--- src/rtl/mem_arbiter.sv ---
// mem_arbiter: shares the single pmem port between IFU and LSU.
// One outstanding transaction, round-robin grant, response timeout.
module mem_arbiter #(
    parameter int unsigned TIMEOUT    = 255,
    parameter bit          RESET_LAST = 1'b1
) (
    input  logic        clk,
    input  logic        reset,
    input  logic        ifu_req_valid,
    output logic        ifu_req_ready,
    input  logic [31:0] ifu_addr,
    output logic        ifu_resp_valid,
    output logic [31:0] ifu_rdata,
    input  logic        lsu_req_valid,
    output logic        lsu_req_ready,
    input  logic [31:0] lsu_addr,
    input  logic        lsu_wen,
    input  logic [31:0] lsu_wdata,
    input  logic [7:0]  lsu_wmask,
    input  logic [1:0]  lsu_size,
    output logic        lsu_resp_valid,
    output logic [31:0] lsu_rdata,
    output logic        resp_err,
    output logic        mem_req_valid,
    input  logic        mem_req_ready,
    output logic [31:0] mem_addr,
    output logic        mem_wen,
    output logic [31:0] mem_wdata,
    output logic [7:0]  mem_wmask,
    output logic [1:0]  mem_size,
    input  logic        mem_resp_valid,
    input  logic [31:0] mem_rdata
);

    localparam logic [15:0] LP_TLAST = 16'(TIMEOUT - 1);

    typedef enum logic [1:0] {
        S_IDLE,
        S_REQ,
        S_WAIT,
        S_RESP
    } state_t;

    state_t      r_state;
    state_t      w_next;
    logic        r_last;
    logic        r_owner;
    logic        r_err;
    logic [15:0] r_cnt;
    logic [31:0] r_mem_addr;
    logic [31:0] r_mem_wdata;
    logic        r_mem_wen;
    logic [7:0]  r_mem_wmask;
    logic [1:0]  r_mem_size;
    logic [31:0] r_ifu_rdata;
    logic [31:0] r_lsu_rdata;

    logic w_gnt_ifu;
    logic w_gnt_lsu;
    logic w_busy;
    logic w_done;
    logic w_abort;

    // r_last / r_owner: 1 = LSU, 0 = IFU
    assign w_gnt_ifu = ifu_req_valid && (!lsu_req_valid || r_last);
    assign w_gnt_lsu = lsu_req_valid && (!ifu_req_valid || !r_last);
    assign w_busy    = (r_state == S_REQ) || (r_state == S_WAIT);
    assign w_done    = (r_state == S_WAIT) && mem_resp_valid;
    assign w_abort   = w_busy && !w_done && (r_cnt == LP_TLAST);

    always_ff @(posedge clk) begin
        if (reset) begin
            r_state <= S_IDLE;
        end else begin
            r_state <= w_next;
        end
    end

    always_comb begin
        w_next = r_state;
        case (r_state)
            S_IDLE: begin
                if (w_gnt_ifu || w_gnt_lsu) begin
                    w_next = S_REQ;
                end
            end
            S_REQ: begin
                if (w_abort) begin
                    w_next = S_RESP;
                end else if (mem_req_ready) begin
                    w_next = S_WAIT;
                end
            end
            S_WAIT: begin
                if (w_done || w_abort) begin
                    w_next = S_RESP;
                end
            end
            S_RESP: begin
                w_next = S_IDLE;
            end
            default: begin
                w_next = S_IDLE;
            end
        endcase
    end

    always_comb begin
        ifu_req_ready  = 1'b0;
        lsu_req_ready  = 1'b0;
        mem_req_valid  = 1'b0;
        ifu_resp_valid = 1'b0;
        lsu_resp_valid = 1'b0;
        resp_err       = 1'b0;
        case (r_state)
            S_IDLE: begin
                ifu_req_ready = w_gnt_ifu;
                lsu_req_ready = w_gnt_lsu;
            end
            S_REQ: begin
                mem_req_valid = 1'b1;
            end
            S_RESP: begin
                ifu_resp_valid = !r_owner;
                lsu_resp_valid = r_owner;
                resp_err       = r_err;
            end
            default: begin
            end
        endcase
    end

    always_ff @(posedge clk) begin
        if (reset) begin
            r_last      <= RESET_LAST;
            r_owner     <= 1'b0;
            r_err       <= 1'b0;
            r_cnt       <= 16'd0;
            r_mem_addr  <= 32'h0;
            r_mem_wdata <= 32'h0;
            r_mem_wen   <= 1'b0;
            r_mem_wmask <= 8'h0;
            r_mem_size  <= 2'd0;
            r_ifu_rdata <= 32'h0;
            r_lsu_rdata <= 32'h0;
        end else begin
            case (r_state)
                S_IDLE: begin
                    if (w_gnt_ifu) begin
                        r_mem_addr  <= ifu_addr;
                        r_mem_wdata <= 32'h0;
                        r_mem_wen   <= 1'b0;
                        r_mem_wmask <= 8'h0;
                        r_mem_size  <= 2'd2;
                        r_owner     <= 1'b0;
                        r_last      <= 1'b0;
                        r_cnt       <= 16'd0;
                        r_err       <= 1'b0;
                    end else if (w_gnt_lsu) begin
                        r_mem_addr  <= lsu_addr;
                        r_mem_wdata <= lsu_wdata;
                        r_mem_wen   <= lsu_wen;
                        r_mem_wmask <= lsu_wmask;
                        r_mem_size  <= lsu_size;
                        r_owner     <= 1'b1;
                        r_last      <= 1'b1;
                        r_cnt       <= 16'd0;
                        r_err       <= 1'b0;
                    end
                end
                S_REQ, S_WAIT: begin
                    r_cnt <= r_cnt + 16'd1;
                    if (w_done) begin
                        if (r_owner) begin
                            r_lsu_rdata <= r_mem_wen ? 32'h0 : mem_rdata;
                        end else begin
                            r_ifu_rdata <= mem_rdata;
                        end
                    end else if (w_abort) begin
                        r_err <= 1'b1;
                        if (r_owner) begin
                            r_lsu_rdata <= 32'h0;
                        end else begin
                            r_ifu_rdata <= 32'h0;
                        end
                    end
                end
                S_RESP: begin
                    r_err <= 1'b0;
                end
                default: begin
                end
            endcase
        end
    end

    assign mem_addr  = r_mem_addr;
    assign mem_wen   = r_mem_wen;
    assign mem_wdata = r_mem_wdata;
    assign mem_wmask = r_mem_wmask;
    assign mem_size  = r_mem_size;
    assign ifu_rdata = r_ifu_rdata;
    assign lsu_rdata = r_lsu_rdata;

endmodule

--- config.mk ---
export PLATFORM = sky130hd
export DESIGN_NAME = mem_arbiter
export DESIGN_NICKNAME = d
export VERILOG_FILES = /design/src/rtl/mem_arbiter.sv
export SDC_FILE = /design/constraint.sdc
export NUM_CORES = 1
export LEC_CHECK = 0
export BUFFER_PORTS_ARGS = -buffer_cell sky130_fd_sc_hd__buf_2
export CORE_MARGIN = 5
export CORE_UTILIZATION = 53
export CTS_BUF_LIST = sky130_fd_sc_hd__clkbuf_2 sky130_fd_sc_hd__clkbuf_4 sky130_fd_sc_hd__clkbuf_8
export CTS_CLUSTER_DIAMETER = 40
export DETAILED_ROUTE_END_ITERATION = 12
export PLACE_DENSITY = 0.95
export SYNTH_ARGS = -nofsm -noshare
export SYNTH_HDL_FRONTEND = slang
export SYNTH_SLANG_ARGS = --single-unit
--- constraint.sdc ---
create_clock -name clk -period 3.3 [get_ports clk]
set_input_delay 0.66 -clock clk [delete_from_list [all_inputs] [get_ports clk]]
set_output_delay 0.66 -clock clk [all_outputs]
set_load 0.01 [all_outputs]
==> results.sh, run 1 <==
export IMPL_status="complete, no violations"
export IMPL_synthesis_area_um2=6700
export IMPL_critPathCaptureType="flop"
export IMPL_power_density_nw_per_um2=653
export IMPL_cts_resized=0
export IMPL_synth_edf_count=0
export IMPL_critPathKind="flop to flop"
export IMPL_synthesis_instances=693
export IMPL_cts_hold_buf=0
export IMPL_drive_gt1_share_pct=38.6
export IMPL_switching_share_pct=34.9
export IMPL_drt_iter0_markers=391
export IMPL_ios=290
export IMPL_ys_seq_elements=160
export IMPL_nFillCells=962
export IMPL_syn_nets=845
export IMPL_synthTopCellsByArea="dfxtp_1, o32ai_1, mux2i_1"
export IMPL_cp_depth=7
export IMPL_worst_pin_slew_ns=1.11
export IMPL_internal_power_uw=3600
export IMPL_hold_viol=0
export IMPL_hold_ws_ns=0.473
export IMPL_pre_cts_slack_ns=0.841
export IMPL_r2r_setup_slack_ns=0.80
export IMPL_slew_headroom_pct=25.9
export IMPL_peakVddDrop_v=0.000429
export IMPL_async_flop_share_pct=0
export IMPL_cts_tree="built"
export IMPL_initial_core_util_pct=53.5
export IMPL_place_congestion=0.814
export IMPL_nets=1102
export IMPL_worstPathArrival_ns=2.76
export IMPL_fin_skew_ns=0.0151
export IMPL_reg2reg_depth=7
export IMPL_critPathRequiredTime_ns=3.56
export IMPL_p_clk_share_pct=26.3
export IMPL_first_pass_iters=5
export IMPL_grt_max_degree=110
export IMPL_cts_setup_buffers=0
export IMPL_synth_ff_type="dfxtp_1"
export IMPL_pwr_share_seq_pct=42.5
export IMPL_fin_crit_sh_pct=75.7
export IMPL_clock_sinks=160
export IMPL_fin_ws_ns=0.801
export IMPL_leakage_uw=0.00379
export IMPL_yosysTopAreaCellShare_pct=47.8
export IMPL_drt_total_wl_mm=18.9
export IMPL_r2r_start="r_state[1]"
export IMPL_synth_warnings=0
export IMPL_cp_start_kind="flop"
export IMPL_grt_usage_pct=24.1
export IMPL_fin_crit_ns=2.50
export IMPL_h_tree_depth=4
export IMPL_wl_per_cell_um=16.7
export IMPL_setup_viol=0
export IMPL_rows=41
export IMPL_synth_top_cell_by_area="dfxtp_1"
export IMPL_clk_pin_slew_ns=0.09
export IMPL_cts_root_buf="clkbuf_8"
export IMPL_max_freq_mhz=400
export IMPL_antenna_left=0
export IMPL_critPathBufInv=2
export IMPL_cap_violations=0
export IMPL_switchingPower_uw=1930
export IMPL_yosysMostFrequentCell="dfxtp_1"
export IMPL_cp_slowest_cell="or4_4"
export IMPL_clock_path_buffers=2
export IMPL_min_path_type="input port to flop"
export IMPL_core_area_um2=12500
export IMPL_clock_latency_ns=0.43
export IMPL_maxSlewViolCount=0
export IMPL_slowest_delay_ns=0.55
export IMPL_grt_antenna_before_repair=2
export IMPL_path_cells="inv_1 -> ha_1 -> nand4b_1 -> or4_4 -> a21oi_4 -> buf_4 -> o32ai_1"
export IMPL_drc=0
export IMPL_syn_area_per_cell_um2=9.67
export IMPL_dieHeight_um=122
export IMPL_pwr_share_comb_pct=31.3
export IMPL_crit_path_end="lsu_rdata[27]"
export IMPL_die_area_um2=15000
export IMPL_cp_top_family="simple AND/OR/NAND/NOR gates"
export IMPL_ys_seq_area_share_pct=47.8
export IMPL_grt_pass1_wl_mm=28.8
export IMPL_setup_tns_final_ns=0
export IMPL_yosys_cell_types_count=49
export IMPL_yosys_top_cells_count="dfxtp_1, nor2_1, inv_1"
export IMPL_syn_to_final_growth_pct=26.4
export IMPL_worstPathMaxFanout=32
export IMPL_worst_r2r_endpoint="lsu_rdata[27]"
export IMPL_place_hpwl_mm=14.1
export IMPL_rsz0062_at_grt="false"
export IMPL_grt_pass1_vias=5857
export IMPL_startpoint="r_state[1]"
export IMPL_die_width_um=122
export IMPL_post_drt_via_cell_ratio=5.45
export IMPL_portBuffers=289
export IMPL_cts_buffers=17
export IMPL_grt_overflow=0
export IMPL_vias=6184
[sequential cells by signal, summed over array words and instances (netlist names)]
name,cells
mem_addr,32
r_state,2
mem_wdata,32
r_last,1
mem_wen,1
ifu_rdata,32
r_err,1
mem_wmask,8
r_cnt,16
r_owner,1
mem_size,2
lsu_rdata,32
[worst min path at each step]
stage,from,endpoint,cells after the start
global route,lsu_wdata[28],mem_wdata[28],3
floorplan,r_cnt[15],r_cnt[15],2
CTS,lsu_wdata[28],mem_wdata[28],3
global placement,lsu_rdata[24],lsu_rdata[24],2
detailed placement,ifu_rdata[2],ifu_rdata[2],2
finish,lsu_wdata[28],mem_wdata[28],3
[logic make-up (layout without fill, tap and decap cells)]
family                   count (synthesis)  in the layout  share of synthesized area, %
AND/OR/NAND/NOR                        179            179                          14.6
AO/OA/AOI/OAI                          173            173                          20.1
flip-flops                             160            160                          47.8
buffers and inverters                  134            403                          10.3
multiplexers                            35             35                          5.25
adder cells (fa/ha/maj)                  7              7                          1.31
XOR/XNOR                                 5              5                         0.654
other                                    0              1                             0
[worst register-to-register path, delay by kind of cell, from the launching register on]
kind	cells	cell delay [ns]
flip-flops	1	0.42
AND/OR/NAND/NOR	2	0.71
adder cells (fa/ha/maj)	1	0.45
AO/OA/AOI/OAI	2	0.31
buffers and inverters	2	0.44
[metrics by stage]
step                area [um^2]  instances  util (%)  power (uW)
finish                     8470       1135      67.7        5530
global route               8470       1134      67.6        5850
CTS                        8470       1134      67.6        5560
detailed placement         8060       1103      64.4        4120
global placement           8060       1103      64.4        4050
floorplan                  6700        693         -        3530
[power by group through the flow]
stage,Clock (uW),Combinational [uW],Sequential (uW)
floorplan,0,1040,2490
global placement,0,1670,2370
detailed placement,0,1730,2390
CTS,1480,1730,2350
global route,1580,1890,2380
finish,1450,1730,2350
[layout make-up]
| cell class | instances | area [um^2] | share of cell area, % |
|---|---|---|---|
| Clock buffer | 21 | 277 | 3.27 |
| Clock inverter | 10 | 126 | 1.49 |
| Multi-Input combinational cell | 399 | 2840 | 33.5 |
| Sequential cell | 160 | 3200 | 37.8 |
| Tap cell | 172 | 215 | 2.54 |
| Timing Repair Buffer | 298 | 1530 | 18.1 |
| Inverter | 74 | 278 | 3.28 |
| Antenna cell | 1 | 2.50 | 0.0296 |
[cell usage in the layout (no fill, tap or decap), drive strengths merged, types with 7 or more instances in the layout]
master	instances
nor2	85
clkbuf	21
nand2	12
buf	298
a211oi	32
ha	7
or2b	30
nand2b	8
a21oi	16
mux2i	34
o32ai	65
or4	8
a22oi	42
dfxtp	160
inv	76
nand3	7
[per-layer routing]
metal  share of wire, %  track usage (%)  vias up
li1                   -                -     2982
met1                 38             27.1     2856
met2                 50             41.4      297
met3                9.0             8.34       45
met4                3.1             10.7        4
met5               0.14                0        -
No activity file was read; power rests on OpenSTA's default activity.
==> run 2: changes to the inputs <==
--- a/config.mk
+++ b/config.mk
@@ -5,13 +5,14 @@
 export SDC_FILE = /design/constraint.sdc
 export NUM_CORES = 1
 export LEC_CHECK = 0
+export ABC_AREA = 1
 export BUFFER_PORTS_ARGS = -buffer_cell sky130_fd_sc_hd__buf_2
 export CORE_MARGIN = 5
-export CORE_UTILIZATION = 53
+export CORE_UTILIZATION = 49
 export CTS_BUF_LIST = sky130_fd_sc_hd__clkbuf_2 sky130_fd_sc_hd__clkbuf_4 sky130_fd_sc_hd__clkbuf_8
 export CTS_CLUSTER_DIAMETER = 40
 export DETAILED_ROUTE_END_ITERATION = 12
-export PLACE_DENSITY = 0.95
+export PLACE_DENSITY = 0.9
 export SYNTH_ARGS = -nofsm -noshare
 export SYNTH_HDL_FRONTEND = slang
 export SYNTH_SLANG_ARGS = --single-unit
==> constraint.sdc (replaced) <==
create_clock -name clk -period 2.3 [get_ports clk]
set_input_delay 0.46 -clock clk [delete_from_list [all_inputs] [get_ports clk]]
set_output_delay 0.46 -clock clk [all_outputs]
set_load 0.01 [all_outputs]
==> results.sh, run 2 <==
export IMPL_fin_crit_sh_pct=94.0
export IMPL_antenna_left=0
export IMPL_grt_antenna_before_repair=2
export IMPL_grt_overflow=0
export IMPL_rsz0062_at_grt="false"
export IMPL_syn_nets=1096
export IMPL_fin_crit_ns=2.16
export IMPL_cts_buffers=17
export IMPL_switching_share_pct=38.0
export IMPL_cts_hold_buf=0
export IMPL_syn_area_per_cell_um2=7.09
export IMPL_setup_tns_final_ns=0
export IMPL_internal_power_uw=4890
export IMPL_fin_cells=1399
export IMPL_cts_setup_buffers=0
export IMPL_ys_seq_area_share_pct=47.8
export IMPL_slew_headroom_pct=62.6
export IMPL_grt_pass1_vias=6463
export IMPL_mostFrequentLayoutCell="buf_2"
export IMPL_critPathKind="flop to output port"
export IMPL_post_drt_via_cell_ratio=5.03
export IMPL_switchingPower_uw=2990
export IMPL_min_path_type="input port to flop"
export IMPL_synthTopCellsByArea="dfxtp_1, nand2_1, nor2_1"
export IMPL_slowest_delay_ns=0.39
export IMPL_critPathRequiredTime_ns=1.84
export IMPL_grt_max_degree=66
export IMPL_fin_skew_ns=0.0113
export IMPL_hold_viol=0
export IMPL_synth_ff_type="dfxtp_1"
export IMPL_wl_per_cell_um=14.3
export IMPL_drc=0
export IMPL_pwr_share_seq_pct=43.2
export IMPL_power_density_nw_per_um2=917
export IMPL_multi_input_area_um2=2920
export IMPL_grt_pass1_wl_mm=31.3
export IMPL_fin_util_pct=64.4
export IMPL_nFillCells=1127
export IMPL_place_congestion=0.877
export IMPL_path_cells="inv_1 -> ha_1 -> nand3_2 -> clkinv_1 -> buf_2"
export IMPL_grt_usage_pct=24.0
export IMPL_h_tree_depth=4
export IMPL_critPathCaptureType="output port"
export IMPL_layout_common_cells="buf_2, nand2_1, nor2_1"
export IMPL_maxSlewViolCount=0
export IMPL_die_width_um=127
export IMPL_drt_total_wl_mm=20.0
export IMPL_clk_pin_slew_ns=0.09
export IMPL_yosysMostFrequentCell="nand2_1"
export IMPL_ios=290
export IMPL_yosysTopAreaCellShare_pct=47.8
export IMPL_nets=1361
export IMPL_initial_core_util_pct=50.2
export IMPL_status="complete, no violations"
export IMPL_portBuffers=289
export IMPL_clock_latency_ns=0.45
export IMPL_yosys_cell_types_count=33
export IMPL_synthesis_instances=944
export IMPL_drive_gt1_share_pct=29.2
export IMPL_dieHeight_um=127
export IMPL_p_clk_share_pct=23.9
export IMPL_placedCellCount=1366
export IMPL_cp_start_kind="flop"
export IMPL_cts_root_buf="clkbuf_8"
export IMPL_leakage_uw=0.00424
export IMPL_clock_sinks=160
export IMPL_async_flop_share_pct=0
export IMPL_vias=7040
export IMPL_place_hpwl_mm=14.9
export IMPL_final_seq_area_um2=3200
export IMPL_synthesis_area_um2=6700
export IMPL_cap_violations=0
export IMPL_max_freq_mhz=462
export IMPL_drt_iter0_markers=537
export IMPL_first_pass_iters=5
export IMPL_synth_warnings=0
export IMPL_yosys_top_cells_count="nand2_1, nor2_1, dfxtp_1"
export IMPL_ys_seq_elements=160
export IMPL_worst_pin_slew_ns=0.559
export IMPL_synth_top_cell_by_area="dfxtp_1"
export IMPL_cts_tree="built"
export IMPL_syn_to_final_growth_pct=28.3
export IMPL_pwr_share_comb_pct=32.9
export IMPL_cp_slowest_cell="dfxtp_1"
export IMPL_peakVddDrop_v=0.000570
export IMPL_die_area_um2=16100
export IMPL_synth_edf_count=0
export IMPL_core_area_um2=13300
export IMPL_worstPathMaxFanout=5
export IMPL_worstPathArrival_ns=1.70
export IMPL_setup_viol=0
export IMPL_clock_path_buffers=2
export IMPL_rows=42
run 2: cell types whose count changed after synthesis, moves of 10 or more:
cell,previous run,this run
a211oi_1,32,2
a21oi_1,14,61
a22oi_1,42,0
a31oi_1,2,33
clkbuf_1,32,42
mux2i_1,34,0
nand2_1,12,213
nor2_1,85,180
nor3_1,2,27
o21ai_0,4,76
o21ai_1,1,14
o32ai_1,65,0
or2b_2,30,0
run 2: power groups by stage:
stage,logic [uW],registers (uW),clock network (uW)
after floorplan,1470,3630,0
after global placement,2520,3450,0
after detailed placement,2570,3460,0
after CTS,2590,3400,1920
after global routing,2870,3460,2060
final,2590,3400,1880
run 2: routing by layer:
layer  up-vias  global-route usage [%]  share of wire (%)
met1      3133                    28.0                 38
li1       3532                       -                  -
met5         -                       0                  0
met2       325                    38.8                 48
met4         0                    14.9                4.5
met3        50                    7.15                9.1
run 2: cells by family after synthesis:
family / count (synthesis) / share of synthesized area [%]
xor+xnor: 4 / 0.523
simple gates: 445 / 26.4
compound gates: 191 / 15.3
flops: 160 / 47.8
buf+inv: 137 / 8.65
fa+ha+maj: 7 / 1.31
run 2: path summary, 6_finish.rpt:
| kind | slack (ns) | endpoint | depth (start not counted) | start |
|---|---|---|---|---|
| worst max register to register | 0.27 | r_cnt[13] | 12 | r_state[0] |
| worst min register to register | 0.46 | mem_wdata[12] | 2 | mem_wdata[12] |
| worst max-delay path | 0.14 | lsu_req_ready | 5 | r_state[0] |
| worst min-delay path | 0.25 | mem_wmask[4] | 3 | lsu_wmask[4] |
run 2: critical path: cells and delay by family (launching register included):
family                     cells  cell delay (ns)
buffers and inverters          3             0.44
DFF                            1             0.39
and+or+nand+nor                1             0.16
adders and majority gates      1             0.27
run 2: final cells by class:
cell class | instances | area share, %
Tap cell | 176 | 2.56
Inverter | 79 | 3.48
Sequential cell | 160 | 37.3
Clock buffer | 19 | 2.97
Timing Repair Buffer | 304 | 18.4
Multi-Input combinational cell | 647 | 34.0
Antenna cell | 2 | 0.0582
Clock inverter | 12 | 1.19
run 2: per-stage QoR:
stage	total power [uW]	hold WS [ns]	area, um^2	setup slack, ns
3_3_place_gp	5970	0.445	8220	0.324
3_5_place_dp	6030	0.449	8220	0.204
6_report	7880	0.248	8590	0.138
5_1_grt	8390	0.218	8590	0.0237
2_1_floorplan	5100	0.436	6700	0.521
4_1_cts	7900	0.221	8580	0.00643
run 2: timing repair:
action                     4_1_cts  5_1_grt
resized for setup                0        3
hold endpoints to repair         0        0
setup endpoints to repair        0        4
==> run 3: changes to the inputs <==
--- a/config.mk
+++ b/config.mk
@@ -8,11 +8,10 @@
 export ABC_AREA = 1
 export BUFFER_PORTS_ARGS = -buffer_cell sky130_fd_sc_hd__buf_2
 export CORE_MARGIN = 5
-export CORE_UTILIZATION = 49
-export CTS_BUF_LIST = sky130_fd_sc_hd__clkbuf_2 sky130_fd_sc_hd__clkbuf_4 sky130_fd_sc_hd__clkbuf_8
+export CORE_UTILIZATION = 48
 export CTS_CLUSTER_DIAMETER = 40
 export DETAILED_ROUTE_END_ITERATION = 12
-export PLACE_DENSITY = 0.9
+export PLACE_DENSITY = 0.89
 export SYNTH_ARGS = -nofsm -noshare
 export SYNTH_HDL_FRONTEND = slang
 export SYNTH_SLANG_ARGS = --single-unit
==> results.sh, run 3 (synthesized netlist as in run 2, its figures left out) <==
export IMPL_holdPathEnd="mem_wdata[14]"
export IMPL_hold_viol=0
export IMPL_nets=1360
export IMPL_first_pass_iters=4
export IMPL_grt_pass1_vias=6482
export IMPL_grt_usage_pct=23.7
export IMPL_h_tree_depth=4
export IMPL_r2r_setup_slack_ns=0.21
export IMPL_cts_hold_buf=0
export IMPL_ios=290
export IMPL_mostFrequentLayoutCell="buf_2"
export IMPL_critPathKind="flop to output port"
export IMPL_die_area_um2=16400
export IMPL_initial_core_util_pct=48.6
export IMPL_worst_pin_slew_ns=0.645
export IMPL_cap_violations=0
export IMPL_clock_sinks=160
export IMPL_cp_start_kind="flop"
export IMPL_worst_r2r_endpoint="r_cnt[13]"
export IMPL_drive_gt1_share_pct=28.9
export IMPL_cts_root_buf="clkbuf_16"
export IMPL_power_density_nw_per_um2=990
export IMPL_cts_setup_buffers=0
export IMPL_peakVddDrop_v=0.000618
export IMPL_slew_headroom_pct=56.9
export IMPL_grt_overflow=0
export IMPL_grt_max_degree=68
export IMPL_place_congestion=0.885
export IMPL_critPathCaptureType="output port"
export IMPL_syn_to_final_growth_pct=31.2
export IMPL_cts_resized=0
export IMPL_wl_per_cell_um=14.4
export IMPL_drt_iter0_markers=464
export IMPL_post_drt_via_cell_ratio=5.02
export IMPL_worstPathMaxFanout=5
export IMPL_fin_ws_ns=0.129
export IMPL_die_width_um=128
export IMPL_reg2reg_depth=12
export IMPL_place_hpwl_mm=14.8
export IMPL_dieHeight_um=128
export IMPL_pre_cts_slack_ns=0.228
export IMPL_min_path_type="input port to flop"
export IMPL_antenna_left=0
export IMPL_cts_tree="built"
export IMPL_drc=0
export IMPL_clk_pin_slew_ns=0.07
export IMPL_hold_path_depth=3
export IMPL_grt_antenna_before_repair=0
export IMPL_max_freq_mhz=461
export IMPL_hp_start="lsu_wdata[14]"
export IMPL_setup_tns_final_ns=0
export IMPL_r2r_start="r_state[0]"
export IMPL_core_area_um2=13800
export IMPL_status="complete, no violations"
export IMPL_drt_total_wl_mm=20.2
export IMPL_setup_viol=0
export IMPL_clock_path_buffers=2
export IMPL_fin_crit_sh_pct=94.4
export IMPL_leakage_uw=0.00434
export IMPL_final_cell_area_um2=8780
export IMPL_cts_buffers=17
export IMPL_rows=43
export IMPL_place_area_um2=8220
export IMPL_fin_skew_ns=0.00962
export IMPL_fin_crit_ns=2.17
export IMPL_worstPathArrival_ns=1.71
export IMPL_hold_ws_ns=0.278
export IMPL_critPathRequiredTime_ns=1.84
export IMPL_layout_common_cells="buf_2, nand2_1, nor2_1"
export IMPL_power_total_uw=8690
export IMPL_vias=7036
export IMPL_portBuffers=289
export IMPL_maxSlewViolCount=0
export IMPL_grt_pass1_wl_mm=31.2
export IMPL_clock_latency_ns=0.43
export IMPL_rsz0062_at_grt="false"
## run 3: worst max-delay path by stage
stage | from | to | slack (ns)
after detailed placement | r_state[0] | ifu_rdata[30] | 0.23
after global placement | r_state[0] | ifu_rdata[10] | 0.34
after global routing | r_state[0] | ifu_rdata[17] | 0.01
after floorplan | r_state[0] | r_cnt[13] | 0.52
after CTS | r_state[0] | lsu_req_ready | 0.13
final | r_state[0] | lsu_req_ready | 0.13
## run 3: worst max-delay path, stage by stage (launching register included)
cell and delay (ns):
dfxtp_1 0.38, inv_1 0.12, ha_1 0.25, nand3_1 0.20, clkinv_1 0.16, buf_2 0.18
## run 3: cell type report
class                   instances  area [um^2]
diodes                          1         2.50
clock buffers                  18          429
clock inverters                13          131
fillers                      1204         4990
inverters                      79          298
multi-input cells             647         2920
flip-flops and latches        160         3200
well taps                     180          225
repair buffers                303         1580
## run 3: power by group
group	leakage (uW)	switching [uW]	internal, uW
registers	0.00130	229	3190
logic	0.00276	1680	907
clock network	0.000275	1180	1510
## run 3: through the flow
step / instances / util [%]
3_5_place_dp: 1369 / 59.7
3_3_place_gp: 1369 / 59.7
5_1_grt: 1400 / 63.8
4_1_cts: 1400 / 63.8
6_report: 1401 / 63.8
2_1_floorplan: 944 / -
## run 3: metal layers
metal,share of wire (%),track usage (%),up-vias
met5,0,0,-
met4,2.8,9.74,0
met3,9.5,6.79,36
met2,50,41.1,323
met1,38,27.4,3133
li1,-,-,3544
